===== src/rtl/sar_adc_ctrl.sv =====
// Successive-approximation ADC controller: samples the input, then resolves
// one bit per cycle MSB-first against a resistor-string DAC and a comparator.
module sar_adc_ctrl #(
  parameter int WIDTH         = 10,
  parameter int SAMPLE_CYCLES = 4
) (
  input  logic             clk,
  input  logic             reset,
  input  logic             start,
  input  logic             cmp_in,
  output logic [WIDTH-1:0] dac_code,
  output logic             sample_en,
  output logic             busy,
  output logic [WIDTH-1:0] data,
  output logic             data_valid,
  input  logic             data_ready,
  output logic             overrun
);

  localparam int IW = (WIDTH > 1) ? $clog2(WIDTH) : 1;

  typedef enum logic [1:0] {
    IDLE    = 2'd0,
    SAMPLE  = 2'd1,
    CONVERT = 2'd2
  } state_t;

  state_t           state_reg, state_next;
  logic [3:0]       cnt_reg, cnt_next;
  logic [IW-1:0]    bit_reg, bit_next;
  logic [WIDTH-1:0] result_reg, result_next;
  logic [WIDTH-1:0] dac_reg, dac_next;
  logic [WIDTH-1:0] data_reg, data_next;
  logic             data_valid_reg, data_valid_next;
  logic             overrun_reg, overrun_next;
  logic [WIDTH-1:0] trial;
  logic [WIDTH-1:0] resolved;
  logic             done;

  always_ff @(posedge clk) begin
    if (reset) begin
      state_reg      <= IDLE;
      cnt_reg        <= '0;
      bit_reg        <= '0;
      result_reg     <= '0;
      dac_reg        <= '0;
      data_reg       <= '0;
      data_valid_reg <= 1'b0;
      overrun_reg    <= 1'b0;
    end else begin
      state_reg      <= state_next;
      cnt_reg        <= cnt_next;
      bit_reg        <= bit_next;
      result_reg     <= result_next;
      dac_reg        <= dac_next;
      data_reg       <= data_next;
      data_valid_reg <= data_valid_next;
      overrun_reg    <= overrun_next;
    end
  end

  // Bits below the current index are still zero, so OR-ing is enough.
  assign trial    = result_reg | (WIDTH'(1) << bit_reg);
  assign resolved = result_reg | (WIDTH'(cmp_in) << bit_reg);

  always_comb begin
    state_next      = state_reg;
    cnt_next        = cnt_reg;
    bit_next        = bit_reg;
    result_next     = result_reg;
    dac_next        = dac_reg;
    data_next       = data_reg;
    data_valid_next = data_valid_reg;
    overrun_next    = overrun_reg;
    done            = 1'b0;

    case (state_reg)
      IDLE: begin
        if (start) begin
          state_next = SAMPLE;
          cnt_next   = 4'(SAMPLE_CYCLES - 1);
          dac_next   = '0;
        end
      end
      SAMPLE: begin
        if (cnt_reg == 4'd0) begin
          state_next  = CONVERT;
          bit_next    = IW'(WIDTH - 1);
          result_next = '0;
        end else begin
          cnt_next = cnt_reg - 4'd1;
        end
      end
      CONVERT: begin
        result_next = resolved;
        if (bit_reg == '0) begin
          state_next = IDLE;
          dac_next   = resolved;
          data_next  = resolved;
          done       = 1'b1;
        end else begin
          bit_next = bit_reg - IW'(1);
        end
      end
      default: state_next = IDLE;
    endcase

    // A completion wins over a same-cycle handshake: the old word is consumed
    // and the new one becomes valid without flagging an overrun.
    if (done) begin
      data_valid_next = 1'b1;
      if (data_valid_reg && !data_ready)
        overrun_next = 1'b1;
    end else if (data_valid_reg && data_ready) begin
      data_valid_next = 1'b0;
    end
  end

  assign dac_code   = (state_reg == CONVERT) ? trial : dac_reg;
  assign sample_en  = (state_reg == SAMPLE);
  assign busy       = (state_reg != IDLE);
  assign data       = data_reg;
  assign data_valid = data_valid_reg;
  assign overrun    = overrun_reg;

endmodule


===== config.mk =====
export PLATFORM = sky130hd
export DESIGN_NAME = sar_adc_ctrl
export DESIGN_NICKNAME = d
export VERILOG_FILES = /design/src/rtl/sar_adc_ctrl.sv
export SDC_FILE = /design/constraint.sdc
export NUM_CORES = 1
export LEC_CHECK = 0
export BUFFER_PORTS_ARGS = -buffer_cell sky130_fd_sc_hd__buf_2
export CORE_ASPECT_RATIO = 0.6
export CORE_UTILIZATION = 47
export CTS_CLUSTER_DIAMETER = 40
export CTS_CLUSTER_SIZE = 8
export DETAILED_ROUTE_END_ITERATION = 10
export PLACE_DENSITY = 0.68
export SLEW_MARGIN = 10
export SYNTH_ARGS = -nofsm -noshare
export SYNTH_HDL_FRONTEND = slang
export SYNTH_SLANG_ARGS = --single-unit

===== constraint.sdc =====
create_clock -name clk -period 2.35 [get_ports clk]
set_clock_uncertainty 0.2 [all_clocks]
set_input_delay 0.3525 -clock clk [delete_from_list [all_inputs] [get_ports clk]]
set_output_delay 0.3525 -clock clk [all_outputs]
set_load 0.005 [all_outputs]

==> metrics.md, run 1 <==
| Metric | Value |
|---|---|
| Status | `finished, final reports clean` |
| Largest family of logic cells by synthesized area | `compound AO/OA/AOI/OAI gates` |
| Final setup violation count | `0` |
| Design area | `about 2300 sq um` |
| Root Driver | `clkbuf_8` |
| Mapped Cells | `roughly 230` |
| Post-DRT Antenna Nets | `0` |
| Post-synth EDFFs | `0` |
| Post-DP HPWL | `~3700 um` |
| Class of the worst hold path | `primary input to flop` |
| Clock Sinks | `42` |
| Top cells by area, synth | `dfxtp_1, a21oi_1, o21ai_0, a211oi_1, o2bb2ai_2` |
| Ys async rst share | `0` |
| Simple-gate share of the synthesized area | `0.164` |
| PortBufs | `28` |
| Largest net degree at the start of global routing | `36` |
| Met3 wire len | `between 600 and 700 um` |
| Global-route wire length before repair | `8380 um` |
| Count of different cell masters after synthesis | `39` |
| Inserted Diodes | `0` |
| Worst vdd ir | `roughly 0.00031 V` |
| First-pass iteration count of the detailed router | `4` |
| Vias in the first global route | `~1600` |
| Max Slew Vio Count | `0` |
| Initial DRC count | `~200` |
| FMAX | `0.462 GHz` |
| Core area | `slightly above 4000 sq um` |
| Most frequent cells in the layout | `dfxtp_1, a21oi_1, buf_2` |
| Final Hold Vio Count | `0` |
| P&R area growth vs syn | `14.8%` |
| Hold-fix buffers, CTS | `0` |
| Finished Layout Cells | `321` |
| Arrival @ worst endpoint | `1610 ps` |
| TritonCTS clock tree | `yes` |
| Post-synthesis mux area share | `0` |
| Met2 WL | `1890 um` |
| Die H | `roughly 53 um` |
| RSZ-0062 raised after global routing | `false` |
| End point of the critical path | `dac_code[0]` |
| Routed WL | `between 5000 and 6000 um` |
| Yosys top cell area share | `0.412` |
| Critical path endpoint category | `output port` |
| Worst setup SP type | `flop` |
| Die area | `4620 sq um` |
| Initial Util | `0.492` |
| Ys flop type | `dfxtp_1` |
| Setup_tns | `0 ps` |
| LEAKAGE | `between 0.0009 and 0.001 uW` |
| Max-cap violations | `0` |
| Cell taking the most area after synthesis | `dfxtp_1` |
| Clk_lat worst skew | `between 300 and 400 ps` |
| Total gr overflow | `0` |
| # DRC | `0` |
| Yosys warns | `0` |
| Fraction of the cycle the final worst path needs | `0.920` |
| Worst relative slew slack | `0.608` |
| GP Congestion | `roughly 0.86` |
| Pwr dens | `between 600 and 700 nW/um^2` |
| Clock Path Buffers | `2` |
| Share of layout cells above drive strength 1 | `0.234` |
| Worst EP required | `~1800 ps` |
| Initial antenna violation count | `0` |
| DR top layer | `met4` |
| Placed Area | `~2200 sq um` |
| XOR/XNOR Fraction of Synth Area | `0` |
| RR Endpoint | `dac_reg[3]$_SDFFE_PP0P_` |
| Metal1 wirelength | `about 2600 um` |
| FF-to-FF setup slack | `between 200 and 300 ps` |
| Dpl cells | `around 310` |
| H-tree depth | `2` |
| Crit path kind | `flop to output port` |
| Clock slew at reported path FFs | `~90 ps` |
| Synth Area in Adders | `0.0429` |
| Via/cell ratio | `5.73` |
| R2R depth | `5` |
| Synthesized flop and latch total | `42` |
| Most common cell after layout, fill and taps aside | `dfxtp_1` |
| Total number of vias | `1838` |
| Nets | `between 200 and 300` |
| Total CTS buffers | `5` |
| Post-layout minimum cycle time | `~2200 ps` |
| Crit Path Max Fanout | `8` |
| DIE WIDTH | `~87 um` |
| Std-Cell Rows | `18` |
| RR Startpoint | `bit_reg[1]$_SDFFE_PP0P_` |
| Min Hold Slack | `about 130 ps` |
| Least-Margin Pin Slew | `587 ps` |
| Post-synthesis sequential area ratio | `0.412` |
| Routed len/inst | `between 15 and 20 um` |
| Syn_area_per_cell | `between 8 and 9 sq um` |
| Mapped cell area | `roughly 2000 sq um` |
| Global-route usage over all layers | `0.246` |
| I/O pins | `29` |
| Syn nets | `~240` |
| Compound-Gate Fraction of Synth Area | `0.321` |
| Worst Setup SP | `bit_reg[1]$_SDFFE_PP0P_` |
[worst max-delay path, cell delays in order (launching register included)]
cell     delay (ps)
dfxtp_2         360
inv_2           100
ha_2            210
nor3b_1         190
buf_4           160
nor3_1           40
nor2_1          120
buf_2           120
[cells by family after synthesis]
logic type / Yosys count
buffers and inverters: 26
adders and majority gates: 7
DFF: 42
AOI/OAI and AO/OA: 98
and+or+nand+nor: 59
[Yosys cell counts (all sizes together), types with 5 or more instances]
master	instances
buf	5
o21ai	24
ha	7
dfxtp	42
a211oi	14
o2bb2ai	9
inv	9
nor2	10
nand2	12
a21oi	33
clkbuf	12
nand3	6
[cell type report]
| cell class | instances | area (sq um) |
|---|---|---|
| multi-input cells | 164 | 1080 |
| clock inverters | 3 | 25.0 |
| inverters | 9 | 33.8 |
| clock buffers | 5 | 68.8 |
| repair buffers | 38 | 215 |
| well taps | 60 | 75.1 |
| flip-flops and latches | 42 | 842 |
| fillers | 392 | 1800 |
[per-layer routing]
layer	global-route usage	vias to the layer above
met1	0.366	826
met5	0	-
met4	0.0694	0
li1	-	915
met3	0.0936	10
met2	0.315	87
[repair_timing]
item / CTS / global route
pin swaps: 0 / 0
buffers inserted: 1 / 0
setup endpoints to repair: 1 / 2
gates resized for setup: 0 / 4
[stage by stage]
stage	setup WS, ps	utilization	total power, uW
floorplan	220	-	980
global placement	251	0.539	1070
detailed placement	177	0.539	1070
CTS	34.0	0.564	1570
global route	59.6	0.565	1650
finish	187	0.565	1570
[power by group]
part | switching, uW | leakage, uW | internal [uW]
sequential | 23.9 | 0.000340 | 736
combinational | 198 | 0.000527 | 115
clock | 279 | 0.0000447 | 215
[worst min path at each step]
stage                             from  cells past startpoint  slack, ps                      end
6_report                    data_ready                      3        130  data_valid$_SDFFE_PP0P_
5_1_grt                     data_ready                      3        170  data_valid$_SDFFE_PP0P_
4_1_cts                     data_ready                      3        130  data_valid$_SDFFE_PP0P_
3_3_place_gp   dac_reg[0]$_SDFFE_PP0P_                      1        260  dac_reg[0]$_SDFFE_PP0P_
3_5_place_dp   dac_reg[0]$_SDFFE_PP0P_                      1        260  dac_reg[0]$_SDFFE_PP0P_
2_1_floorplan  dac_reg[5]$_SDFFE_PP0P_                      1        230  dac_reg[5]$_SDFFE_PP0P_
(Power assumes the default switching activity.)
==> run 2: changes to the inputs <==
--- a/config.mk
+++ b/config.mk
@@ -5,14 +5,16 @@
 export SDC_FILE = /design/constraint.sdc
 export NUM_CORES = 1
 export LEC_CHECK = 0
+export ABC_AREA = 1
+export ABC_CLOCK_PERIOD_IN_PS = 2350
 export BUFFER_PORTS_ARGS = -buffer_cell sky130_fd_sc_hd__buf_2
 export CORE_ASPECT_RATIO = 0.6
 export CORE_UTILIZATION = 47
 export CTS_CLUSTER_DIAMETER = 40
 export CTS_CLUSTER_SIZE = 8
 export DETAILED_ROUTE_END_ITERATION = 10
-export PLACE_DENSITY = 0.68
-export SLEW_MARGIN = 10
+export PLACE_DENSITY = 0.67
+export SLEW_MARGIN = 5
 export SYNTH_ARGS = -nofsm -noshare
 export SYNTH_HDL_FRONTEND = slang
 export SYNTH_SLANG_ARGS = --single-unit
==> run 2 against run 1 <==
  * Flip-flop and latch count is the same
  * Count of clock-buffer cells in the layout is the same
  * Clock power grew 41%
  * Via count grew 4.6%
  * Non-clock buffer count shrank 6
  * Final cell count grew 15%
  * Global-route usage grew 0.24 points
  * Largest cell class unchanged
==> metrics.md, run 2 <==
| Metric | Value |
|---|---|
| Yosys warns | `0 (unchanged)` |
| FMAX | `0.451 GHz (was 0.462 GHz)` |
| Status | `finished, final reports clean (unchanged)` |
| Class of the worst hold path | `primary input to flop (unchanged)` |
| Internal power | `1250 uW (was 1070 uW)` |
| First-pass iteration count of the detailed router | `5 (was 4)` |
| # DRC | `0 (unchanged)` |
| Total power | `1720 uW (was 1570 uW)` |
| Crit Path Max Fanout | `7 (was 8)` |
| Mapped cell area | `2080 sq um (was 2040 sq um)` |
| Clock slew at reported path FFs | `90 ps (about the same)` |
| Max-cap violations | `0 (unchanged)` |
| Worst vdd ir | `0.000408 V (was 0.000307 V)` |
| Top cells by count, synth | `nand2_1, dfxtp_1, nor2_1, a21oi_1, inv_1 (was dfxtp_1, a21oi_1, o21ai_0, a211oi_1)` |
| Final setup violation count | `0 (unchanged)` |
| Routed len/inst | `14.6 um (was 16.2 um)` |
| Largest net degree at the start of global routing | `21 (was 36)` |
| FF-to-FF setup slack | `470 ps (was 260 ps)` |
| Crit path kind | `flop to output port (unchanged)` |
| Nets | `321 (was 272)` |
| R2R depth | `6 (was 5)` |
| Share of power burned in registers | `0.441 (was 0.485)` |
| Die H | `53.6 um (was 53.0 um)` |
| Most instantiated library cell after synthesis | `nand2_1 (was dfxtp_1)` |
| Std-Cell Rows | `18 (unchanged)` |
| Pwr dens | `717 nW/um^2 (was 669 nW/um^2)` |
| Worst EP required | `1800 ps (about the same)` |
| H-tree depth | `2 (unchanged)` |
| Sw frac | `0.276 (was 0.320)` |
| Initial Util | `0.500 (was 0.492)` |
| Post-layout minimum cycle time | `2220 ps (was 2160 ps)` |
| Initial antenna violation count | `0 (unchanged)` |
| GP Congestion | `0.855 (was 0.859)` |
| LEAKAGE | `0.00106 uW (was 0.000912 uW)` |
| Least-Margin Pin Slew | `571 ps (was 587 ps)` |
| Vias in the first global route | `1719 (was 1609)` |
| Clock Sinks | `42 (unchanged)` |
| Worst setup SP type | `flop (unchanged)` |
| Yosys top cell area share | `0.404 (was 0.412)` |
| Ys async rst share | `0 (unchanged)` |
| Critical path endpoint category | `output port (unchanged)` |
| Post-DRT Antenna Nets | `0 (unchanged)` |
| PortBufs | `28 (unchanged)` |
| Cell taking the most area after synthesis | `dfxtp_1 (unchanged)` |
| Total number of vias | `1922 (was 1838)` |
| Post-synthesis sequential area ratio | `0.404 (was 0.412)` |
| I/O pins | `29 (unchanged)` |
| Number of fill cells | `402 (was 392)` |
| Hold path depth | `4 (was 3)` |
| Hold Crit Start | `data_ready (unchanged)` |
| Die area | `4710 sq um (was 4620 sq um)` |
| Clock Path Buffers | `2 (unchanged)` |
| Root Driver | `clkbuf_8 (unchanged)` |
| RSZ-0062 raised after global routing | `false (unchanged)` |
| Fraction of the cycle the final worst path needs | `0.944 (was 0.920)` |
| Final Hold Vio Count | `0 (unchanged)` |
| Share of layout cells above drive strength 1 | `0.194 (was 0.234)` |
| Psw | `475 uW (was 501 uW)` |
| Post-synth EDFFs | `0 (unchanged)` |
| Total gr overflow | `0 (unchanged)` |
| Hold Path Sink | `data_valid$_SDFFE_PP0P_ (unchanged)` |
| Setup_tns | `0 ps (unchanged)` |
| Total CTS buffers | `5 (unchanged)` |
| Worst relative slew slack | `0.619 (was 0.608)` |
| Syn nets | `291 (was 244)` |
| RR Endpoint | `dac_reg[5]$_SDFFE_PP0P_ (was dac_reg[3]$_SDFFE_PP0P_)` |
| RR Startpoint | `state_reg[1]$_SDFFE_PP0P_ (was bit_reg[1]$_SDFFE_PP0P_)` |
| Clock Power Share | `0.404 (was 0.315)` |
| P&R area growth vs syn | `15.3% (was 14.8%)` |
| Core area | `4170 sq um (was 4140 sq um)` |
| TritonCTS clock tree | `yes (unchanged)` |
| Syn_area_per_cell | `7.46 sq um (was 8.80 sq um)` |
| DIE WIDTH | `87.9 um (was 87.1 um)` |
| Min Hold Slack | `119 ps (was 133 ps)` |
| Synthesized flop and latch total | `42 (unchanged)` |
| Arrival @ worst endpoint | `1670 ps (was 1610 ps)` |
| Setup WS pre-CTS | `347 ps (was 177 ps)` |
| Global-route wire length before repair | `8490 um (was 8380 um)` |
| Initial DRC count | `175 (was 197)` |
| Mapped Cells | `279 (was 232)` |
| Clk_lat worst skew | `300 ps (was 310 ps)` |
| Count of different cell masters after synthesis | `28 (was 39)` |
| Top cells by area, synth | `dfxtp_1, nand2_1, a21oi_1, nor2_1, nand3_1 (was dfxtp_1, a21oi_1, o21ai_0, a211oi_1, o2bb2ai_2)` |
| Comb pwr share | `0.155 (was 0.200)` |
| Most frequent cells in the layout | `nand2_1, dfxtp_1, nor2_1 (was dfxtp_1, a21oi_1, buf_2)` |
| Post-DP HPWL | `3910 um (was 3670 um)` |
| Inserted Diodes | `0 (unchanged)` |
| Routed WL | `5390 um (was 5200 um)` |
| Max Slew Vio Count | `0 (unchanged)` |
| Most common cell after layout, fill and taps aside | `nand2_1 (was dfxtp_1)` |
| Ys flop type | `dfxtp_1 (unchanged)` |
| Worst setup margin | `131 ps (was 187 ps)` |
| Global-route usage over all layers | `0.248 (was 0.246)` |
| Via/cell ratio | `5.19 (was 5.73)` |
==> run 2: repair_timing <==
item / 4_1_cts / 5_1_grt
buffers inserted: 0 / 0
resized for setup: 0 / 3
setup endpoints to repair: 0 / 2
hold buffers: 0 / 0
==> run 2: area by class of cell <==
type	count	area, sq um	area share
clock inverter	3	68.8	0.0287
clock buffer	5	68.8	0.0287
timing repair buffer	32	170	0.0709
multi-input combinational	200	1070	0.444
inverter	28	110	0.0459
tap	60	75.1	0.0313
sequential	42	841	0.350
==> run 2: worst max path at each step <==
stage / from / to / slack (ps) / cells after the start
3_5_place_dp: bit_reg[0]$_SDFFE_PP0P_ / dac_code[0] / 350 / 7
2_1_floorplan: bit_reg[0]$_SDFFE_PP0P_ / dac_code[0] / 640 / 6
6_report: bit_reg[1]$_SDFFE_PP0P_ / dac_code[0] / 130 / 7
5_1_grt: bit_reg[1]$_SDFFE_PP0P_ / dac_code[0] / 5 / 7
4_1_cts: bit_reg[0]$_SDFFE_PP0P_ / dac_code[0] / 30 / 7
3_3_place_gp: bit_reg[0]$_SDFFE_PP0P_ / dac_code[8] / 430 / 7
==> run 2: worst max-delay path, cell delays in order (launching register included) <==
cell     delay (ps)
dfxtp_1         440
inv_1           170
ha_4            220
nand2_4          80
nand2_1         100
inv_1           140
a21oi_1          80
buf_2           130
==> run 2: cells by family (layout without fill, tap and decap cells) <==
family	count (synthesis)	after routing	synth area share
flip-flops	42	42	0.404
AO/OA/AOI/OAI	67	67	0.197
AND/OR/NAND/NOR	126	126	0.267
buffers and inverters	37	68	0.0901
adder cells (fa/ha/maj)	7	7	0.0421
==> run 2: layer usage <==
layer | routed length (um) | vias up | global-route usage
met2 | 2090 | 100 | 0.322
met4 | 32 | 0 | 0.0710
li1 | - | 969 | -
met1 | 2690 | 848 | 0.381
met3 | 578 | 5 | 0.0782
met5 | 0 | - | 0
==> run 2: power groups by stage <==
| stage | clock, uW | sequential (uW) | combinational (uW) |
|---|---|---|---|
| 4_1_cts | 700 | 757 | 258 |
| 2_1_floorplan | 0 | 765 | 195 |
| 5_1_grt | 733 | 763 | 298 |
| 3_3_place_gp | 0 | 773 | 253 |
| 6_report | 695 | 758 | 267 |
| 3_5_place_dp | 0 | 774 | 255 |
==> run 2: stage by stage <==
stage / instances / utilization / area (sq um)
4_1_cts: 370 / 0.573 / 2390
3_5_place_dp: 362 / 0.540 / 2250
3_3_place_gp: 362 / 0.540 / 2250
5_1_grt: 370 / 0.576 / 2400
2_1_floorplan: 279 / - / 2080
6_report: 370 / 0.576 / 2400
